**src/rtl/simd2_pkg.sv**
```systemverilog
// Shared types and constants for the simd2 command sequencer.
package simd2_pkg;

   localparam int SIMD_LANES = 10;
   localparam int SIMD_DW    = 16;

   // Sequencer FSM states
   typedef enum logic [1:0] {
      IDLE  = 2'd0,
      WAIT  = 2'd1,
      DRAIN = 2'd2
   } seq_state_t;

   // One queued command for the simd2 unit
   typedef struct packed {
      logic [3:0] x;
      logic [1:0] op;
   } simd_cmd_t;

endpackage

```
**src/rtl/simd2_cmd_fifo.sv**
```systemverilog
// Command FIFO: synchronous, DEPTH entries (power of 2), no bypass path.
// Pushes are refused when full regardless of a same-cycle pop.
module simd2_cmd_fifo
   import simd2_pkg::*;
#(
   parameter int DEPTH = 4
)(
   input  logic      clk,
   input  logic      rst_n,
   input  logic      push,
   input  logic      pop,
   input  simd_cmd_t push_data,
   output simd_cmd_t pop_data,
   output logic      full,
   output logic      empty
);

   localparam int AW = $clog2(DEPTH);

   simd_cmd_t      mem_q [DEPTH];
   logic [AW:0]    wr_ptr_q;
   logic [AW:0]    rd_ptr_q;
   logic           do_push_s;
   logic           do_pop_s;

   // Pointers carry one extra wrap bit so full and empty are distinguishable
   assign full      = (wr_ptr_q[AW] != rd_ptr_q[AW]) &&
                      (wr_ptr_q[AW-1:0] == rd_ptr_q[AW-1:0]);
   assign empty     = (wr_ptr_q == rd_ptr_q);
   assign do_push_s = push && !full;
   assign do_pop_s  = pop && !empty;
   assign pop_data  = mem_q[rd_ptr_q[AW-1:0]];

   // Storage and pointer update, cleared by synchronous reset
   always_ff @(posedge clk) begin
      if (!rst_n) begin
         wr_ptr_q <= '0;
         rd_ptr_q <= '0;
         for (int i = 0; i < DEPTH; i++) begin
            mem_q[i] <= '0;
         end
      end else begin
         if (do_push_s) begin
            mem_q[wr_ptr_q[AW-1:0]] <= push_data;
            wr_ptr_q                <= wr_ptr_q + {{AW{1'b0}}, 1'b1};
         end
         if (do_pop_s) begin
            rd_ptr_q <= rd_ptr_q + {{AW{1'b0}}, 1'b1};
         end
      end
   end

endmodule

```
**src/rtl/simd2_sequencer.sv**
```systemverilog
// Command sequencer for the simd2 vector unit: queues (x, opcode) commands,
// issues them one at a time, waits the unit latency, snapshots all lanes and
// streams them out one lane per handshake, strictly in command order.
module simd2_sequencer
   import simd2_pkg::*;
#(
   parameter int LANES = SIMD_LANES,
   parameter int DW    = SIMD_DW,
   parameter int LAT   = 1,
   parameter int DEPTH = 4
)(
   input  logic                clk,
   input  logic                rst_n,
   input  logic                cmd_valid,
   output logic                cmd_ready,
   input  logic [3:0]          cmd_x,
   input  logic [1:0]          cmd_op,
   output logic [3:0]          simd_x,
   output logic [1:0]          simd_opcode,
   input  logic [LANES*DW-1:0] simd_result,
   output logic                res_valid,
   input  logic                res_ready,
   output logic [DW-1:0]       res_data,
   output logic [3:0]          res_lane,
   output logic                res_last,
   output logic                busy
);

   localparam int CW = (LAT > 1) ? $clog2(LAT) : 1;

   seq_state_t          state_q, state_d;
   logic [CW-1:0]       cnt_q, cnt_d;
   logic [3:0]          lane_q, lane_d;
   logic [LANES*DW-1:0] snap_q, snap_d;
   logic [3:0]          x_q, x_d;
   logic [1:0]          op_q, op_d;
   logic                res_valid_q, res_valid_d;
   logic                res_last_q, res_last_d;

   simd_cmd_t           fifo_in_s;
   simd_cmd_t           fifo_head_s;
   logic                fifo_full_s;
   logic                fifo_empty_s;
   logic                fifo_pop_s;

   assign fifo_in_s = '{x: cmd_x, op: cmd_op};

   simd2_cmd_fifo #(
      .DEPTH (DEPTH)
   ) u_fifo (
      .clk       (clk),
      .rst_n     (rst_n),
      .push      (cmd_valid && rst_n),
      .pop       (fifo_pop_s),
      .push_data (fifo_in_s),
      .pop_data  (fifo_head_s),
      .full      (fifo_full_s),
      .empty     (fifo_empty_s)
   );

   // Ready depends only on FIFO occupancy (and is held low during reset)
   assign cmd_ready   = rst_n && !fifo_full_s;
   assign simd_x      = x_q;
   assign simd_opcode = op_q;
   assign res_valid   = res_valid_q;
   assign res_last    = res_last_q;
   assign res_lane    = lane_q;
   assign res_data    = snap_q[int'(lane_q)*DW +: DW];
   assign busy        = (state_q != IDLE) || !fifo_empty_s;

   // Next-state logic: issue from FIFO, count out latency, drain lanes
   always_comb begin
      state_d     = state_q;
      cnt_d       = cnt_q;
      lane_d      = lane_q;
      snap_d      = snap_q;
      x_d         = x_q;
      op_d        = op_q;
      res_valid_d = res_valid_q;
      res_last_d  = res_last_q;
      fifo_pop_s  = 1'b0;
      case (state_q)
         IDLE: begin
            if (!fifo_empty_s) begin
               fifo_pop_s = 1'b1;
               x_d        = fifo_head_s.x;
               op_d       = fifo_head_s.op;
               cnt_d      = CW'(LAT - 1);
               state_d    = WAIT;
            end else begin
               state_d    = IDLE;
            end
         end
         WAIT: begin
            if (cnt_q == {CW{1'b0}}) begin
               snap_d      = simd_result;
               lane_d      = 4'd0;
               res_valid_d = 1'b1;
               res_last_d  = (LANES == 1);
               state_d     = DRAIN;
            end else begin
               cnt_d       = cnt_q - CW'(1);
            end
         end
         DRAIN: begin
            if (res_ready) begin
               if (lane_q == 4'(LANES - 1)) begin
                  res_valid_d = 1'b0;
                  res_last_d  = 1'b0;
                  lane_d      = 4'd0;
                  state_d     = IDLE;
               end else begin
                  lane_d      = lane_q + 4'd1;
                  res_last_d  = (lane_q == 4'(LANES - 2));
               end
            end else begin
               lane_d      = lane_q;
            end
         end
         default: begin
            state_d     = IDLE;
            res_valid_d = 1'b0;
            res_last_d  = 1'b0;
         end
      endcase
   end

   // State and output registers with synchronous active-low reset
   always_ff @(posedge clk) begin
      if (!rst_n) begin
         state_q     <= IDLE;
         cnt_q       <= '0;
         lane_q      <= 4'd0;
         snap_q      <= '0;
         x_q         <= 4'd0;
         op_q        <= 2'd0;
         res_valid_q <= 1'b0;
         res_last_q  <= 1'b0;
      end else begin
         state_q     <= state_d;
         cnt_q       <= cnt_d;
         lane_q      <= lane_d;
         snap_q      <= snap_d;
         x_q         <= x_d;
         op_q        <= op_d;
         res_valid_q <= res_valid_d;
         res_last_q  <= res_last_d;
      end
   end

endmodule

```
**config.mk**
```make
export PLATFORM = sky130hd
export DESIGN_NAME = simd2_sequencer
export DESIGN_NICKNAME = d
export VERILOG_FILES = /design/src/rtl/simd2_pkg.sv /design/src/rtl/simd2_cmd_fifo.sv /design/src/rtl/simd2_sequencer.sv
export SDC_FILE = /design/constraint.sdc
export NUM_CORES = 1
export LEC_CHECK = 0
export CAP_MARGIN = 20
export CORE_ASPECT_RATIO = 1.2
export CORE_MARGIN = 2
export CORE_UTILIZATION = 35
export DETAILED_ROUTE_END_ITERATION = 10
export PLACE_DENSITY_LB_ADDON = 0.3
export SETUP_SLACK_MARGIN = 0.2
export SLEW_MARGIN = 20
export SYNTH_ARGS = -nofsm -noshare
export SYNTH_HDL_FRONTEND = slang
export SYNTH_HIERARCHICAL = 1
export SYNTH_SLANG_ARGS = --single-unit
```
**constraint.sdc**
```tcl
create_clock -name clk -period 2.9 [get_ports clk]
set_clock_uncertainty 0.1 [all_clocks]
set_input_delay 0.58 -clock clk [delete_from_list [all_inputs] [get_ports clk]]
set_output_delay 0.58 -clock clk [all_outputs]
set_load 0.02 [all_outputs]
```
# Word-level counts from Yosys, hierarchy flattened
# Memories as Yosys holds them, arrays and structs flattened. A register that Yosys moved wholly into a read port is not among the register bits.
# Index checks and enable logic that the tools add are counted.
# word_totals
ff_bits	175
mem_bits_rw	24
input_bits	170
output_inout_bits	30
elab_cells	78
memories	1
# memory_table
memory	words	width	read_ports	rd_ports_with_merged_regs	wr	line	source
u_fifo.mem_q	4	6	1	1	4	simd2_cmd_fifo.sv:20	simd_cmd_t mem_q [DEPTH];
# classes
add_sub_neg	4
n_eq_ne	11
shift	1
muxes	29
n_bitwise	3
n_reduce_logical	21
# ops
op	count
$shiftx 160x9->16	1
$mux 1	16
$mux 4	3
$reduce_and 3->1	3
$eq 4x4->1 const B	2
$mux 2	4
$ne 2x2->1 const B	4
$pmux 4 s2	1
$add 3x1->3 const B	2
$mux 6	1
$pmux 1 s3	2
$pmux 2 s3	1
$reduce_and 2->1	3
$reduce_bool 2->1	3
$reduce_or 6->1	1
$logic_and 1x1->1	5
$add 4x1->4 const B	1
$reduce_and 4->1	1
$eq 3x3->1	1
$logic_not 1->1	3
$not 1->1	3
$eq 2x1->1 const B	1
$eq 2x2->1	1
$eq 2x2->1 const B	1
other kinds (5)	5

# Longest topological paths before layout
# logic_depth
depth_word	9
ltp_mapped	7
depth_no_buf	6

# Hierarchy
# Netlist, hierarchy kept.
# modules_own_cells
mod	n_inst	cells_per_inst	area_each_um2	seq_area_each_um2
simd2_sequencer	1	901	7955.1	3483.3
simd2_cmd_fifo	1	138	1601.5	880.8

# Least setup slack after synthesis
# Ideal clock, no wire load.
# synth_timing
path_type	in2reg
start	input port rst_n
end	memory u_fifo/mem_q[0][0] (netlist name), enable pin
setup_time_ps	380
arrival_ps	1978
t_required_ps	2420
slack_ps	443
path_stages	5
path_buffers	2
cell_sequence	clkbuf_1 clkbuf_1 and2_1 o31ai_1 o31ai_1
# synth_lines
item	line	source
start: declaration	simd2_sequencer.sv:13	input logic rst_n,
end: declaration	simd2_cmd_fifo.sv:20	

# Worst setup path in the final report
# layout_timing
start	register lane_q[0] (netlist: res_lane[0])
end	output port res_data[12]
# layout_via
elab_chain_cells	1
# layout_lines
item	line	source
start: declaration	simd2_sequencer.sv:33	logic [3:0] lane_q, lane_d;
start signal: assignment	simd2_sequencer.sv:142	lane_q <= lane_d;
$shiftx 160x9->16	simd2_sequencer.sv:68	assign res_data = snap_q[int'(lane_q)*DW +: DW];
end: declaration	simd2_sequencer.sv:23	output logic [DW-1:0] res_data,
# No other way between the ends.

==> out/summary.txt <==
crit path kind: register to primary output
Seq/Total Area, Yosys: 45.7%
DRC: 0
Rel. slew slack: 54.2%
Placed Area: 11,900 um^2
Avg Inst Size Synth: 9.20 um^2
total track usage: 20.9%
Top Ports: 200
most common cell after layout, fill and taps aside: nand2_1
Worst Setup Start Kind: register
Final min period: 2720 ps
H-tree levels: 1
DR WL/cell: 19.2 um
fin area: 12,900 um^2
# fillers: 2,590
GP Congestion: 0.899
RSZ-0062 raised after global routing: true
number of synthesized flops with an enable pin: 24
status: completed
vias post-DR: 7,861
slowest CP cell: dfxtp_4
later-pin clock latency in the skew report: 510 ps
Cell Chain, Critical Path: buf_12, mux4_2, nor2b_1, o32ai_1, buf_2
clock sinks: 206
yosys warns: 6
nets: 1,387
Root Buffer: clkbuf_16
Vias/cell: 4.99
DRT Wirelength: 30,300 um
Die H: 185 um
P_leak: 4.45 nW
Port-buffer cells: 199
CP Max Fanout: 6
Max Cap Viol: 0
total gr overflow: 0
initial antenna violation count: 3
post-synthesis cell count: 1,039
Post-synth ARST share: 0%
core footprint: 27,000 um^2
period utilization: 93.8%
layout cells sized above 1: 15.9%
commonest register cell after synthesis: dfxtp_1
worst-margin pin slew: 687 ps
num rows: 66
Synth Register Bits: 206
Post-Syn Area: 9560 um^2
Tightest Hold Check Type: input port to register
TritonRoute pass-1 iters: 4
DRT iter0 DRCs: 434
Buf+Inv Stages, Crit Path: 2
cts bufs inserted: 23
Fin. Hold Viols: 0
setup TNS: 0 ps
worst vdd ir: 0.400 mV
vias in the first global route: 7,932
Power per Cell Area: 716 nW/um^2
most frequent cells in the layout: 337 x nand2_1, 180 x clkdlybuf4s50_1, 175 x dfxtp_1
CP max stage delay: 380 ps
Die X: 155 um
CP arrival: 2040 ps
Setup Viol. Count Final: 0
Post-DRT Antenna Nets: 0
Pins Over Slew Limit: 0
Area Overhead vs Synth: 34.6%
post-DP HPWL: 22,500 um
Initial Util: 35.4%
Clock transition at path regs: 60 ps
die footprint: 28,600 um^2
Clock Tree Buf Depth: 3
Data required, critical path: 2220 ps
Worst path top cell family by delay: buffers and inverters
Hold Buf Count CTS: 0
syn nets: 1,211
Cell variety after synth: 55
global-route wire length before repair: 45,900 um
Worst Setup End Kind: primary output
CTS tree: done
fmax: 368 MHz
largest net degree at the start of global routing: 190
final timing paths:
kind	startpoint	slack, ps	depth (start not counted)	end
worst max register to register	state_q[1]	900	4	snap_q[61]
worst min-delay path	rst_n	280	2	simd_opcode[0]
worst min register to register	snap_q[19]	360	2	snap_q[19]
worst max-delay path	res_lane[0]	180	5	res_data[12]
repair_timing:
action / 4_1_cts / 5_1_grt
pin swaps: 1 / 10
resized for setup: 112 / 35
endpoints found under the setup margin: 18 / 16
cloned: 2 / 0
buffers inserted: 6 / 0
per-layer routing:
layer	global-route usage [%]	share of wire, %	vias to the layer above
li1	-	-	3909
met1	24.2	40	3688
met2	38.0	51	219
met3	4.47	6.2	41
met4	7.19	2.7	4
met5	0	0.099	-
metrics by stage:
stage	power [mW]	setup WS, ps	cells	utilization, %	hold WS (ps)
after global placement	6.33	121	1522	43.9	352
after CTS	9.21	127	1572	47.2	258
after detailed placement	6.35	127	1522	43.9	350
after floorplan	5.28	443	1039	-	332
after global routing	9.69	111	1573	47.6	295
final	9.21	180	1574	47.6	276
registers in the layout, summed over array words and instances (netlist names), named ones only:
register,count
simd_opcode,2
res_valid,1
res_last,1
simd_x,4
state_q,2
u_fifo/mem_q,24
u_fifo/rd_ptr_q,3
snap_q,160
u_fifo/wr_ptr_q,3
res_lane,4
cell type report:
cell class	count	area, um^2	area share [%]
Tap cell	340	425	3.31
Sequential cell	206	4380	34.1
Clock inverter	11	95.1	0.739
Clock buffer	31	646	5.02
Inverter	3	11.3	0.0875
Timing Repair Buffer	235	2370	18.4
Antenna cell	2	5.00	0.0389
Multi-Input combinational cell	746	4930	38.3
synthesized netlist by cell type (7+ instances only):
library cell	count	area [um^2]
a21boi_0	144	1080
a21boi_1	19	143
a21oi_1	7	35.0
buf_2	33	165
buf_4	16	120
clkbuf_1	28	105
dfxtp_1	182	3640
edfxtp_1	24	721
mux2_2	33	372
mux2i_1	22	220
mux4_2	18	405
nand2_1	337	1260
nor2_1	27	101
nor2b_1	29	181
o22ai_1	18	113
o32ai_1	16	140
worst reg2reg max path, delay by kind of cell (launching register included):
kind                   cells  cell delay, ps
AND/OR/NAND/NOR            2             640
flip-flops                 1             570
buffers and inverters      1             420
AO/OA/AOI/OAI              1             200
where the power goes:
| part | switching [mW] | internal (mW) | total, mW |
|---|---|---|---|
| Clock | 1.18 | 1.66 | 2.84 |
| Sequential | 0.396 | 3.32 | 3.72 |
| Combinational | 1.47 | 1.18 | 2.65 |
| Total | 3.04 | 6.17 | 9.21 |
cells by family after synthesis:
group	after synthesis	synth area share, %
multiplexers	77	11.5
XOR/XNOR	6	0.629
adder cells (fa/ha/maj)	2	0.262
AO/OA/AOI/OAI	229	18.0
flip-flops	206	45.7
AND/OR/NAND/NOR	432	19.1
buffers and inverters	87	4.82
No activity file was read; power rests on OpenSTA's default activity.
